==> config.mk <==
export PLATFORM = sky130hd
export DESIGN_NAME = axil_regbank
export DESIGN_NICKNAME = d
export VERILOG_FILES = /design/src/rtl/axil_pkg.sv /design/src/rtl/axil_wr_capture.sv /design/src/rtl/axil_regbank.sv
export SDC_FILE = /design/constraint.sdc
export NUM_CORES = 1
export LEC_CHECK = 0
export BUFFER_PORTS_ARGS = -buffer_cell sky130_fd_sc_hd__buf_2
export CORE_AREA = 4 4 237 239
export CTS_CLUSTER_DIAMETER = 100
export DETAILED_ROUTE_END_ITERATION = 8
export DIE_AREA = 0 0 241 243
export PLACE_DENSITY_LB_ADDON = 0.05
export SETUP_SLACK_MARGIN = 0.02
export SKIP_CTS_REPAIR_TIMING = 1
export SYNTH_ARGS = -nofsm -noshare
export SYNTH_HDL_FRONTEND = slang
export SYNTH_SLANG_ARGS = --single-unit
==> constraint.sdc <==
create_clock -name ACLK -period 4.1 [get_ports ACLK]
set_input_delay 0.205 -clock ACLK [delete_from_list [all_inputs] [get_ports ACLK]]
set_output_delay 0.205 -clock ACLK [all_outputs]
set_load 0.02 [all_outputs]
==> src/rtl/axil_pkg.sv <==
// Shared AXI4-Lite constants, the buffered write-beat struct and the byte-lane merge helper.
// Pure declarations: no latency, no flow control.
package axil_pkg;

    localparam int AXIL_DATA_W = 32;
    localparam int AXIL_STRB_W = 4;

    localparam logic [1:0] RESP_OKAY   = 2'b00;
    localparam logic [1:0] RESP_SLVERR = 2'b10;

    typedef struct packed {
        logic [AXIL_DATA_W-1:0] data;
        logic [AXIL_STRB_W-1:0] strb;
    } wbeat_t;

    function automatic logic [AXIL_DATA_W-1:0] byte_merge(
        input logic [AXIL_DATA_W-1:0] old_val,
        input logic [AXIL_DATA_W-1:0] new_val,
        input logic [AXIL_STRB_W-1:0] strb
    );
        logic [AXIL_DATA_W-1:0] merged;
        merged = old_val;
        for (int b = 0; b < AXIL_STRB_W; b++) begin
            if (strb[b]) begin
                merged[8*b +: 8] = new_val[8*b +: 8];
            end
        end
        return merged;
    endfunction

endpackage

==> src/rtl/axil_wr_capture.sv <==
// One-entry AW and W buffers filled independently; commit_vld is high while both are full.
// Latency: commit one edge after the later handshake; AW/W ready drop while full or a response is pending.
module axil_wr_capture
    import axil_pkg::*;
#(
    parameter int IDX_W = 6
) (
    input  logic             ACLK,
    input  logic             ARESETN,
    input  logic [IDX_W-1:0] aw_idx,
    input  logic             aw_vld,
    output logic             aw_rdy,
    input  wbeat_t           w_dat,
    input  logic             w_vld,
    output logic             w_rdy,
    input  logic             resp_busy,
    output logic             commit_vld,
    output logic [IDX_W-1:0] commit_idx,
    output wbeat_t           commit_dat
);

    logic ready_en;
    logic aw_full;
    logic w_full;

    // ready_en keeps both READYs low while ARESETN is held low
    assign aw_rdy     = ready_en && !aw_full && !resp_busy;
    assign w_rdy      = ready_en && !w_full && !resp_busy;
    assign commit_vld = aw_full && w_full;

    always_ff @(posedge ACLK) begin
        if (!ARESETN) begin
            ready_en   <= 1'b0;
            aw_full    <= 1'b0;
            w_full     <= 1'b0;
            commit_idx <= '0;
            commit_dat <= '0;
        end else begin
            ready_en <= 1'b1;
            if (commit_vld) begin
                aw_full <= 1'b0;
                w_full  <= 1'b0;
            end else begin
                if (aw_vld && aw_rdy) begin
                    aw_full    <= 1'b1;
                    commit_idx <= aw_idx;
                end
                if (w_vld && w_rdy) begin
                    w_full     <= 1'b1;
                    commit_dat <= w_dat;
                end
            end
        end
    end

endmodule

==> src/rtl/axil_regbank.sv <==
// AXI4-Lite register bank: NUM_REGS x 32b, WSTRB merge, read-only slots from ro_in; optional wr_pulse under AXIL_REGBANK_WPULSE_EN.
// Read data 2 edges after AR handshake, write response 1 edge after both AW/W are held; one read and one write outstanding.
module axil_regbank
    import axil_pkg::*;
#(
    parameter int                     NUM_REGS  = 8,
    parameter int                     ADDR_W    = 8,
    parameter logic [AXIL_DATA_W-1:0] RESET_VAL = 32'h0000_0000,
    parameter logic [NUM_REGS-1:0]    RO_MASK   = '0
) (
    input  logic                            ACLK,
    input  logic                            ARESETN,
    input  logic [ADDR_W-1:0]               ARADDR,
    input  logic [2:0]                      ARPROT,
    input  logic                            ARVALID,
    output logic                            ARREADY,
    output logic [AXIL_DATA_W-1:0]          RDATA,
    output logic [1:0]                      RRESP,
    output logic                            RVALID,
    input  logic                            RREADY,
    input  logic [ADDR_W-1:0]               AWADDR,
    input  logic [2:0]                      AWPROT,
    input  logic                            AWVALID,
    output logic                            AWREADY,
    input  logic [AXIL_DATA_W-1:0]          WDATA,
    input  logic [AXIL_STRB_W-1:0]          WSTRB,
    input  logic                            WVALID,
    output logic                            WREADY,
    output logic [1:0]                      BRESP,
    output logic                            BVALID,
    input  logic                            BREADY,
    output logic [NUM_REGS*AXIL_DATA_W-1:0] reg_out,
    input  logic [NUM_REGS*AXIL_DATA_W-1:0] ro_in
`ifdef AXIL_REGBANK_WPULSE_EN
    ,
    output logic [NUM_REGS-1:0]             wr_pulse
`endif
);

    localparam int IDX_W = ADDR_W - 2;

    logic [NUM_REGS*AXIL_DATA_W-1:0] reg_flat;

    logic                   ar_pending;
    logic [IDX_W-1:0]       ar_idx_q;
    logic                   rd_hit;
    logic [AXIL_DATA_W-1:0] rd_val;

    wbeat_t                 w_beat;
    logic                   commit_vld;
    logic [IDX_W-1:0]       commit_idx;
    wbeat_t                 commit_dat;
    logic [NUM_REGS-1:0]    wr_sel;
    logic                   wr_ok;
    logic                   wr_en;

    logic unused_ok;
    assign unused_ok = ^{ARPROT, AWPROT, ARADDR[1:0], AWADDR[1:0]};

    // Read side

    always_comb begin
        rd_hit = 1'b0;
        rd_val = '0;
        for (int i = 0; i < NUM_REGS; i++) begin
            if (ar_idx_q == IDX_W'(i)) begin
                rd_hit = 1'b1;
                rd_val = RO_MASK[i] ? ro_in[AXIL_DATA_W*i +: AXIL_DATA_W]
                                    : reg_flat[AXIL_DATA_W*i +: AXIL_DATA_W];
            end
        end
    end

    // ARREADY is registered, so it tracks !RVALID && !ar_pending one edge late
    always_ff @(posedge ACLK) begin
        if (!ARESETN) begin
            ARREADY    <= 1'b0;
            ar_pending <= 1'b0;
            ar_idx_q   <= '0;
            RVALID     <= 1'b0;
            RDATA      <= '0;
            RRESP      <= RESP_OKAY;
        end else if (ARVALID && ARREADY) begin
            ARREADY    <= 1'b0;
            ar_pending <= 1'b1;
            ar_idx_q   <= ARADDR[ADDR_W-1:2];
        end else if (ar_pending) begin
            ar_pending <= 1'b0;
            RVALID     <= 1'b1;
            RDATA      <= rd_val;
            RRESP      <= rd_hit ? RESP_OKAY : RESP_SLVERR;
        end else if (RVALID && RREADY) begin
            RVALID  <= 1'b0;
            RDATA   <= '0;
            RRESP   <= RESP_OKAY;
            ARREADY <= 1'b1;
        end else if (!RVALID) begin
            ARREADY <= 1'b1;
        end
    end

    // Write side

    assign w_beat = '{data: WDATA, strb: WSTRB};

    axil_wr_capture #(
        .IDX_W (IDX_W)
    ) u_wr_capture (
        .ACLK       (ACLK),
        .ARESETN    (ARESETN),
        .aw_idx     (AWADDR[ADDR_W-1:2]),
        .aw_vld     (AWVALID),
        .aw_rdy     (AWREADY),
        .w_dat      (w_beat),
        .w_vld      (WVALID),
        .w_rdy      (WREADY),
        .resp_busy  (BVALID),
        .commit_vld (commit_vld),
        .commit_idx (commit_idx),
        .commit_dat (commit_dat)
    );

    always_comb begin
        wr_sel = '0;
        for (int i = 0; i < NUM_REGS; i++) begin
            wr_sel[i] = (commit_idx == IDX_W'(i));
        end
    end

    // An empty wr_sel means out-of-range; a hit on a read-only slot is refused as well
    assign wr_ok = |(wr_sel & ~RO_MASK);
    assign wr_en = commit_vld && wr_ok;

    always_ff @(posedge ACLK) begin
        if (!ARESETN) begin
            BVALID <= 1'b0;
            BRESP  <= RESP_OKAY;
        end else if (commit_vld) begin
            BVALID <= 1'b1;
            BRESP  <= wr_ok ? RESP_OKAY : RESP_SLVERR;
        end else if (BVALID && BREADY) begin
            BVALID <= 1'b0;
            BRESP  <= RESP_OKAY;
        end
    end

    for (genvar g = 0; g < NUM_REGS; g++) begin : g_reg
        if (RO_MASK[g]) begin : g_ro
            assign reg_flat[AXIL_DATA_W*g +: AXIL_DATA_W] = '0;
        end else begin : g_rw
            logic [AXIL_DATA_W-1:0] q;
            always_ff @(posedge ACLK) begin
                if (!ARESETN) begin
                    q <= RESET_VAL;
                end else if (wr_en && wr_sel[g]) begin
                    q <= byte_merge(q, commit_dat.data, commit_dat.strb);
                end
            end
            assign reg_flat[AXIL_DATA_W*g +: AXIL_DATA_W] = q;
        end
    end

    assign reg_out = reg_flat;

`ifdef AXIL_REGBANK_WPULSE_EN
    always_ff @(posedge ACLK) begin
        if (!ARESETN) begin
            wr_pulse <= '0;
        end else if (wr_en && (|commit_dat.strb)) begin
            wr_pulse <= wr_sel;
        end else begin
            wr_pulse <= '0;
        end
    end
`endif

endmodule

==> results of run 1 <==
## worst paths after layout
path,from,end,slack [ns],cells past startpoint
worst max-delay path,ar_idx_q[3],RDATA[26],1.37,6
worst min-delay path,ARVALID,ARREADY,-0.02,4
worst min register to register,u_wr_capture.commit_dat[25],u_wr_capture.commit_dat[25],0.45,2
worst max register to register,ar_idx_q[3],RDATA[26],1.37,6
## layout by cell type, fill, tap and decap left out, types with 7 or more instances in the layout
| master | count |
|---|---|
| nand2_1 | 389 |
| nor2_2 | 9 |
| mux2i_1 | 273 |
| a32oi_1 | 9 |
| dfxtp_1 | 343 |
| a311oi_1 | 8 |
| nor2b_1 | 11 |
| dlygate4sd3_1 | 50 |
| buf_2 | 348 |
| a31oi_1 | 21 |
| o21ai_0 | 15 |
| nor2_1 | 20 |
| mux4_2 | 25 |
| clkbuf_1 | 12 |
| nand3_4 | 10 |
| and2_1 | 13 |
| clkbuf_16 | 45 |
| buf_4 | 19 |
| a22o_1 | 9 |
| o31ai_1 | 7 |
| o21a_1 | 8 |
| a21oi_1 | 68 |
| inv_1 | 25 |
| a22oi_1 | 20 |
| clkbuf_8 | 10 |
| clkinv_2 | 8 |
| a211oi_1 | 20 |
| mux2_2 | 26 |
| nand3_1 | 9 |
| a221oi_1 | 19 |
## power by group
part	leakage (nW)	switching (mW)	internal, mW
combinational	4.64	0.288	0.128
sequential	2.79	0.0380	3.38
clock	0.686	1.53	2.25
total	8.11	1.86	5.76
## state kept, by name, indices dropped and copies added (netlist names)
register                 count
u_wr_capture.commit_dat     36
u_wr_capture.aw_full         1
RRESP                        1
g.g_rw.q                   256
u_wr_capture.commit_idx      6
u_wr_capture.w_full          1
BVALID                       1
ar_pending                   1
ARREADY                      1
u_wr_capture.ready_en        1
RVALID                       1
BRESP                        1
RDATA                       32
ar_idx_q                     6
## layer usage
metal	vias up	track usage [%]	share of wire, %
li1	6040	-	-
met1	6178	26.5	45
met2	296	33.2	47
met3	85	4.26	5.4
met5	-	0	0
met4	0	5.65	2.4
## worst max-delay path, cell delays in order, from the launching register on
cell	delay, ns
dfxtp_1	0.37
nor4b_4	0.29
buf_4	0.51
and2_1	0.74
buf_4	0.35
a221oi_1	0.07
a211oi_1	0.27
## cells by family (layout without fill, tap and decap cells)
logic type / after synthesis / after routing / synth area share [%]
flops: 345 / 345 / 46.4
compound gates: 212 / 212 / 9.55
mux: 324 / 324 / 24.1
simple gates: 497 / 497 / 15.6
buf+inv: 131 / 524 / 4.30
other cells: 1 / 5 / 0.0252
## area by class of cell
type | instances | share of cell area (%)
Antenna cell | 3 | 0.0394
Clock buffer | 67 | 6.86
Clock inverter | 10 | 0.407
Inverter | 27 | 0.545
Multi-Input combinational cell | 1035 | 38.5
Sequential cell | 345 | 36.3
Tap cell | 696 | 4.57
Timing Repair Buffer | 420 | 12.8
==> results by group, run 1 <==
Synth
  • Most frequent cells after synthesis: nand2_1, dfxtp_1, mux2i_1
  • Count of different cell masters after synthesis: 56
  • Top post-synthesis cells by area: dfxtp_1, mux2i_1, nand2_1
  • Number of synthesized flops with an enable pin: 0
  • Post-Syn Area: ~15000 µm²
  • Async SR Flop Fraction: 0%
  • Warnings, synthesis: 0
  • Post-Syn Instances: 1510
  • Synth Flop Type: dfxtp_1
  • Most common cell in the netlist: nand2_1
  • Seq/Total Area, Yosys: 46.4%
  • Synthesized flop and latch total: 345
  • Largest area contributor in the netlist: dfxtp_1
  • Share of Yosys cell area claimed by the top area cell type: 46.4%
  • Mean area per synthesized cell: between 9 and 10 µm²

STA
  • Worst Tran Pin Value: between 1 and 1.5 ns
  • Setup TNS: 0 ns
  • Hold Violations, Final: 1
  • Maximum clock frequency: 366 MHz
  • Final setup viols: 0
  • Fin worst setup slack: 1.37 ns
  • RSZ-0062 raised after global routing: no
  • Tmin final: 2.73 ns
  • Clock skew: 0.0116 ns
  • Period utilisation layout: 66.6%
  • Slew HR: 23.7%
  • Final hold slack: -0.0161 ns
  • Slew Viols, Final: 0

CTS
  • CTS buffer count: 44
  • Clock latency on the worst-skew pair: 0.56 ns
  • # H-tree levels: 2
  • CTS tree: done
  • Clock buffer depth: 3
  • Clock sinks: 345
  • CTS Root Cell: clkbuf_16
  • Clock-pin slew on the worst setup and hold paths: 0.06 ns

Global routing
  • Largest net degree at the start of global routing: 94
  • Antenna violations before repair: 3
  • Grt total ovfl: 0
  • First-pass GRT wire length: between 80000 and 90000 µm
  • Vias in the first global route: ~13000
  • GRT Overall Usage: around a fifth

Final layout
  • Cell Count, Final, Fillers Out: 2603
  • Fin util: 35.4%
  • Design area: 19100 µm²
  • Filler instances: 5567
  • Layout cells sized above 1: 27.8%
  • Register area: between 6000 and 7000 µm²
  • Area of the multi-input gates: 7350 µm²
  • Final Net Count: approximately 2200
  • Area grow syn2layout: 28.2%

Route
  • Initial DRC count: around 570
  • Drt wl/cell: 23.4 µm
  • DR vias/cell: about 4.8
  • Routed WL: 61000 µm
  • Final ANT Viol Nets: 0
  • Post-route DRC: 0
  • Vias: 12600
  • Initial DRT Pass Iterations: 5

Power
  • Leak: 8.11 nW
  • Power per cell area: 399 nW/µm²
  • Max VDD drop: 267 µV
  • Total power draw: approximately 7.6 mW

Die
  • Core Box Area: 53800 µm²
  • Initial Util: 27.6%
  • Number of I/O pins: 618
  • DIE AREA: 58600 µm²
  • DIE WIDTH: ~240 µm
  • Height of the die: 243 µm
  • # rows: 85

Run status
  • Outcome: complete, but fails checks
  • Failing checks: negative hold slack

Worst setup path
  • CP Max Fanout: 32
  • WP data arrival: 3.20 ns
  • Crit Path Category: reg2reg
  • Critical Path End Type: flip-flop
  • Startpoint types: flip-flop
  • Worst Path Required: 4.57 ns

Job
  • Max cap viols: 0

Placement
  • Hpwl dp: about 41000 µm
  • PortBufs: approximately 350
  • Placed inst area: 17200 µm²
  • RD Place Congestion: 0.759
  • Placed cells: 2473
  • DP Worst Slack: 1.38 ns

Worst hold path
  • Hold crit path type: in2reg
Power figures use the tool's default switching activity.
==> inputs of run 2 (changes only) <==
- clock period: 4.1 -> 2.7 ns (I/O delays scaled with it)
==> results by group, run 2 (synthesis gave the netlist of run 1 again) <==
Die
  • DIE WIDTH: 241 µm (unchanged)
  • # rows: 85 (unchanged)
  • Core Box Area: 53800 µm² (unchanged)
  • Number of I/O pins: 618 (unchanged)
  • Initial Util: 27.6% (unchanged)
  • Height of the die: 243 µm (unchanged)
  • DIE AREA: 58600 µm² (unchanged)

Worst setup path
  • WP data arrival: 2.62 ns (was 3.20 ns)
  • CP Max Fanout: 8 (was 32)
  • Slowest stage delay, CP: 0.44 ns (was 0.74 ns)
  • Slowest CP cell: nor3_4 (was and2_1)
  • Worst Setup SP: u_wr_capture.commit_idx[5] (was ar_idx_q[3])
  • Reg2reg end: g_reg[1].g_rw.q[29] (was RDATA[26])
  • Crit Path Category: reg2reg (unchanged)
  • Worst r2r src: u_wr_capture.commit_idx[5] (was ar_idx_q[3])
  • Critical Path End: g_reg[1].g_rw.q[29] (was RDATA[26])
  • Startpoint types: flip-flop (unchanged)
  • Cell chain of the critical path: nor3_4 > nor3b_4 > buf_4 > nand4_2 > mux2i_1 (was nor4b_4 > buf_4 > and2_1 > buf_4 > a221oi_1 > a211oi_1)
  • R2R depth: 5 (was 6)
  • Worst Path Required: 3.18 ns (was 4.57 ns)
  • Worst reg2reg setup slack: 0.56 ns (was 1.37 ns)
  • Critical Path End Type: flip-flop (unchanged)

Global routing
  • Grt total ovfl: 0 (unchanged)
  • Largest net degree at the start of global routing: 96 (was 94)
  • Antenna violations before repair: 0 (was 3)
  • First-pass GRT wire length: 88100 µm (was 88200 µm)
  • Vias in the first global route: 12600 (about the same)
  • GRT Overall Usage: 20.1% (about the same)

STA
  • Hold Violations, Final: 0 (was 1)
  • Clock skew: 0.0109 ns (was 0.0116 ns)
  • Maximum clock frequency: 468 MHz (was 366 MHz)
  • RSZ-0062 raised after global routing: no (unchanged)
  • Worst Tran Pin Value: 0.688 ns (was 1.14 ns)
  • Final setup viols: 0 (unchanged)
  • Slew Viols, Final: 0 (unchanged)
  • Slew HR: 53.9% (was 23.7%)
  • Setup TNS: 0 ns (unchanged)
  • Tmin final: 2.14 ns (was 2.73 ns)
  • Period utilisation layout: 79.2% (was 66.6%)

Route
  • Post-route DRC: 0 (unchanged)
  • Initial DRC count: 627 (was 569)
  • Drt wl/cell: 23.1 µm (was 23.4 µm)
  • Routed WL: 60900 µm (was 61000 µm)
  • Final ANT Viol Nets: 0 (unchanged)
  • DR vias/cell: 4.78 (was 4.84)
  • Vias: 12600 (about the same)
  • Initial DRT Pass Iterations: 5 (unchanged)

Worst hold path
  • Hold Path Depth: 4 (unchanged)
  • Hold crit path type: in2reg (unchanged)

Final layout
  • Layout cells sized above 1: 29.4% (was 27.8%)
  • Final Net Count: 2232 (was 2194)
  • Filler instances: 5501 (was 5567)
  • Commonest non-fill, non-tap cell in the layout: nand2_1 (unchanged)
  • Area of the multi-input gates: 7350 µm² (unchanged)
  • Register area: 6910 µm² (unchanged)
  • Area grow syn2layout: 30.8% (was 28.2%)
  • Biggest registers after layout: g.g_rw.q (256), u_wr_capture.commit_dat (36), RDATA (32) (unchanged)
  • Design area: 19500 µm² (was 19100 µm²)
  • Cell Count, Final, Fillers Out: 2639 (was 2603)
  • Max reg flops: 256 (unchanged)
  • Most frequent cells in the layout: nand2_1, buf_2, dfxtp_1, mux2i_1, a21oi_1 (unchanged)
  • Biggest register: g.g_rw.q (unchanged)

CTS
  • CTS Root Cell: clkbuf_16 (unchanged)
  • Clock latency on the worst-skew pair: 0.56 ns (about the same)
  • CTS buffer count: 43 (was 44)
  • CTS tree: done (unchanged)
  • Clock sinks: 345 (unchanged)
  • Clock buffer depth: 3 (unchanged)
  • Clock-pin slew on the worst setup and hold paths: 0.06 ns (about the same)
  • # H-tree levels: 2 (unchanged)

Job
  • Max cap viols: 0 (unchanged)

Run status
  • Outcome: completed (was complete, but fails checks)

Placement
  • RD Place Congestion: 0.763 (was 0.759)
  • Placed inst area: 17500 µm² (was 17200 µm²)
  • PortBufs: 349 (unchanged)
  • Placed cells: 2510 (was 2473)
  • Hpwl dp: 42300 µm (was 40600 µm)

Power
  • Leak: 8.35 nW (was 8.11 nW)
  • Max VDD drop: 366 µV (was 267 µV)
  • Power per cell area: 603 nW/µm² (was 399 nW/µm²)
  • Total power draw: 11.7 mW (was 7.61 mW)
run 2: cell count changes in the layout (fill, tap and decap cells not counted):
cell           delta
clkbuf_8          -4
clkinv_2          +4
clkinvlp_4        +1
bufinv_16         +3
dlygate4sd3_1     +2
clkbuf_1          -5
diode_2           -2
buf_12            +4
buf_4            +33
run 2: per-layer routing:
metal	global-route usage (%)	vias to the layer above	wire length, µm
li1	-	6093	-
met1	27.1	6147	27600
met2	33.4	309	29200
met3	4.12	67	2940
met4	4.41	0	1150
met5	0	-	0
run 2: final cells by class:
cell class	instances	share of cell area [%]
well taps	696	4.48
flip-flops and latches	345	35.5
inverters	27	0.534
clock inverters	18	1.00
multi-input cells	1035	37.8
repair buffers	459	14.3
clock buffers	58	6.35
diodes	1	0.0129
run 2: power breakdown:
part	internal (mW)	total (mW)	leakage, nW	switching, mW
clock network	3.58	5.89	0.710	2.31
logic	0.218	0.660	4.86	0.442
registers	5.13	5.19	2.79	0.0545
total	8.93	11.7	8.35	2.81
run 2: worst min-delay path by stage:
stage | slack, ns | start | end
floorplan | 0.16 | ARESETN | u_wr_capture.ready_en
global route | 0.25 | WVALID | u_wr_capture.w_full
detailed placement | 0.38 | AWADDR[5] | u_wr_capture.commit_idx[3]
CTS | -0.23 | WDATA[23] | u_wr_capture.commit_dat[27]
finish | 0.24 | WVALID | u_wr_capture.w_full
global placement | 0.38 | AWADDR[5] | u_wr_capture.commit_idx[3]
run 2: stage by stage:
step,hold WS (ns),setup WS (ns),util (%)
2_1_floorplan,0.163,0.830,-
3_3_place_gp,0.377,0.614,32.5
3_5_place_dp,0.380,0.590,32.5
4_1_cts,-0.230,0.580,35.2
5_1_grt,0.253,0.428,36.2
6_report,0.244,0.561,36.2
run 2: worst max-delay path, delay by kind of cell (launching register included):
family | cells | cell delay [ns]
muxes | 1 | 0.30
buffers and inverters | 1 | 0.26
and+or+nand+nor | 3 | 1.16
DFF | 1 | 0.33
==> inputs of run 3 (changes only) <==
- clock period: 2.7 -> 1.83 ns (I/O delays scaled with it)
==> results by group, run 3 (synthesis gave the netlist of run 1 again) <==
Run status
  • Outcome: completed (unchanged)

Die
  • DIE WIDTH: 241 µm (unchanged)
  • # rows: 85 (unchanged)
  • DIE AREA: 58600 µm² (unchanged)
  • Number of I/O pins: 618 (unchanged)
  • Height of the die: 243 µm (unchanged)
  • Initial Util: 27.6% (unchanged)
  • Core Box Area: 53800 µm² (unchanged)

Power
  • Leak: 8.73 nW (was 8.35 nW)
  • Total power draw: 17.1 mW (was 11.7 mW)
  • Power per cell area: 840 nW/µm² (was 603 nW/µm²)
  • Max VDD drop: 617 µV (was 366 µV)

STA
  • Final setup viols: 0 (unchanged)
  • RSZ-0062 raised after global routing: yes (was no)
  • Period utilisation layout: 99.3% (was 79.2%)
  • Hold Violations, Final: 0 (unchanged)
  • Maximum clock frequency: 550 MHz (was 468 MHz)
  • Tmin final: 1.82 ns (was 2.14 ns)
  • Slew Viols, Final: 0 (unchanged)
  • Clock skew: 0.0273 ns (was 0.0109 ns)

CTS
  • # H-tree levels: 2 (unchanged)
  • Clock sinks: 345 (unchanged)
  • Clock buffer depth: 3 (unchanged)
  • CTS Root Cell: clkbuf_16 (unchanged)
  • Clock-pin slew on the worst setup and hold paths: 0.06 ns (about the same)
  • CTS tree: done (unchanged)
  • Clock latency on the worst-skew pair: 0.58 ns (was 0.56 ns)
  • CTS buffer count: 44 (was 43)

Route
  • Initial DRT Pass Iterations: 5 (unchanged)
  • Final ANT Viol Nets: 0 (unchanged)
  • Drt wl/cell: 22.5 µm (was 23.1 µm)
  • DR vias/cell: 4.81 (was 4.78)
  • Vias: 13000 (was 12600)
  • Post-route DRC: 0 (unchanged)
  • Routed WL: 60800 µm (was 60900 µm)
  • Initial DRC count: 704 (was 627)

Placement
  • RD Place Congestion: 0.754 (was 0.763)
  • Placed inst area: 18200 µm² (was 17500 µm²)
  • PortBufs: 349 (unchanged)
  • Hpwl dp: 42700 µm (was 42300 µm)

Worst setup path
  • Worst Path Required: 2.26 ns (was 3.18 ns)
  • Worst r2r src: u_wr_capture.commit_idx[4] (was u_wr_capture.commit_idx[5])
  • Worst reg2reg setup slack: 0.01 ns (was 0.56 ns)
  • Critical Path End Type: flip-flop (unchanged)
  • Startpoint types: flip-flop (unchanged)
  • CP Max Fanout: 11 (was 8)
  • WP data arrival: 2.25 ns (was 2.62 ns)
  • Reg2reg end: g_reg[0].g_rw.q[20] (was g_reg[1].g_rw.q[29])
  • R2R depth: 6 (was 5)
  • Crit Path Category: reg2reg (unchanged)

Worst hold path
  • Hold Path Depth: 4 (unchanged)
  • Hold crit path type: in2reg (unchanged)
  • Worst Hold End: u_wr_capture.w_full (unchanged)
  • HP Start: WVALID (unchanged)

Final layout
  • Biggest register: g.g_rw.q (unchanged)
  • Final Net Count: 2290 (was 2232)
  • Filler instances: 5471 (was 5501)
  • Design area: 20300 µm² (was 19500 µm²)
  • Fin util: 37.8% (was 36.2%)
  • Commonest non-fill, non-tap cell in the layout: nand2_1 (unchanged)
  • Area grow syn2layout: 36.6% (was 30.8%)
  • Most frequent cells in the layout: nand2_1, buf_2, dfxtp_1, mux2i_1 (was nand2_1, buf_2, dfxtp_1, mux2i_1, a21oi_1)
  • Layout cells sized above 1: 31.7% (was 29.4%)
  • Max reg flops: 256 (unchanged)
  • Biggest registers after layout: g.g_rw.q (256), u_wr_capture.commit_dat (36), RDATA (32) (unchanged)

Global routing
  • Antenna violations before repair: 2 (was 0)
  • First-pass GRT wire length: 88100 µm (about the same)
  • Largest net degree at the start of global routing: 40 (was 96)
  • GRT Overall Usage: 20.0% (was 20.1%)
  • Vias in the first global route: 12800 (was 12600)
  • Grt total ovfl: 0 (unchanged)

Job
  • Max cap viols: 0 (unchanged)
==> run 3: changes by cell type in the layout (fill, tap and decap cells not counted), moves of 3 or more <==
cell       delta
dfxtp_2       +3
clkinv_2      -5
clkbuf_1      +5
clkbuf_8      +3
buf_4        +16
buf_12       +29
dfxtp_1       -3
buf_6         +9
inv_6         +3
bufinv_16     -4
nor2_2        -5
nor2_4        +5
==> run 3: power breakdown <==
group / internal (mW) / total (mW) / switching [mW]
clock network: 4.87 / 8.31 / 3.44
logic: 0.423 / 1.13 / 0.704
registers: 7.57 / 7.63 / 0.0526
total: 12.9 / 17.1 / 4.19
==> run 3: metal layers <==
metal | global-route usage [%] | wire length [µm]
met1 | 26.7 | 27400
met2 | 33.4 | 29200
met3 | 3.89 | 3160
met4 | 4.64 | 1060
met5 | 0 | 0
==> run 3: layout make-up <==
| class | count | area (µm²) | area share [%] |
|---|---|---|---|
| Clock buffer | 66 | 1290 | 6.37 |
| Sequential cell | 345 | 6920 | 34.0 |
| Tap cell | 696 | 871 | 4.28 |
| Antenna cell | 3 | 7.51 | 0.0369 |
| Clock inverter | 11 | 68.8 | 0.339 |
| Multi-Input combinational cell | 1035 | 7430 | 36.6 |
| Timing Repair Buffer | 516 | 3630 | 17.9 |
| Inverter | 27 | 104 | 0.511 |
==> run 3: worst max path at each step <==
stage          slack (ns)                        from                         end
6_report             0.01  u_wr_capture.commit_idx[4]         g_reg[0].g_rw.q[20]
5_1_grt             -0.07  u_wr_capture.commit_idx[4]         g_reg[4].g_rw.q[21]
4_1_cts             -0.07  u_wr_capture.commit_idx[5]         g_reg[5].g_rw.q[28]
3_5_place_dp        -0.05  u_wr_capture.commit_idx[5]         g_reg[5].g_rw.q[28]
3_3_place_gp         0.02  u_wr_capture.commit_idx[5]          g_reg[1].g_rw.q[2]
2_1_floorplan        0.09                      BVALID  u_wr_capture.commit_idx[5]
==> run 3: critical path, stage by stage, from the launching register on <==
cell and delay, ns:
dfxtp_2 0.33, nor3_4 0.35, nor3b_4 0.28, buf_12 0.18, buf_4 0.12, nand3_4 0.22, mux2i_1 0.19
==> run 3: per-stage QoR <==
step | instances | TNS (ns) | setup WS [ns] | hold slack, ns
6_report | 2699 | 0 | 0.0132 | 0.0288
5_1_grt | 2698 | -3.18 | -0.0652 | 0.0566
4_1_cts | 2635 | -0.644 | -0.0667 | -0.287
3_5_place_dp | 2558 | -0.268 | -0.0522 | 0.335
3_3_place_gp | 2558 | 0 | 0.0155 | 0.331
2_1_floorplan | 1511 | 0 | 0.0880 | 0.119
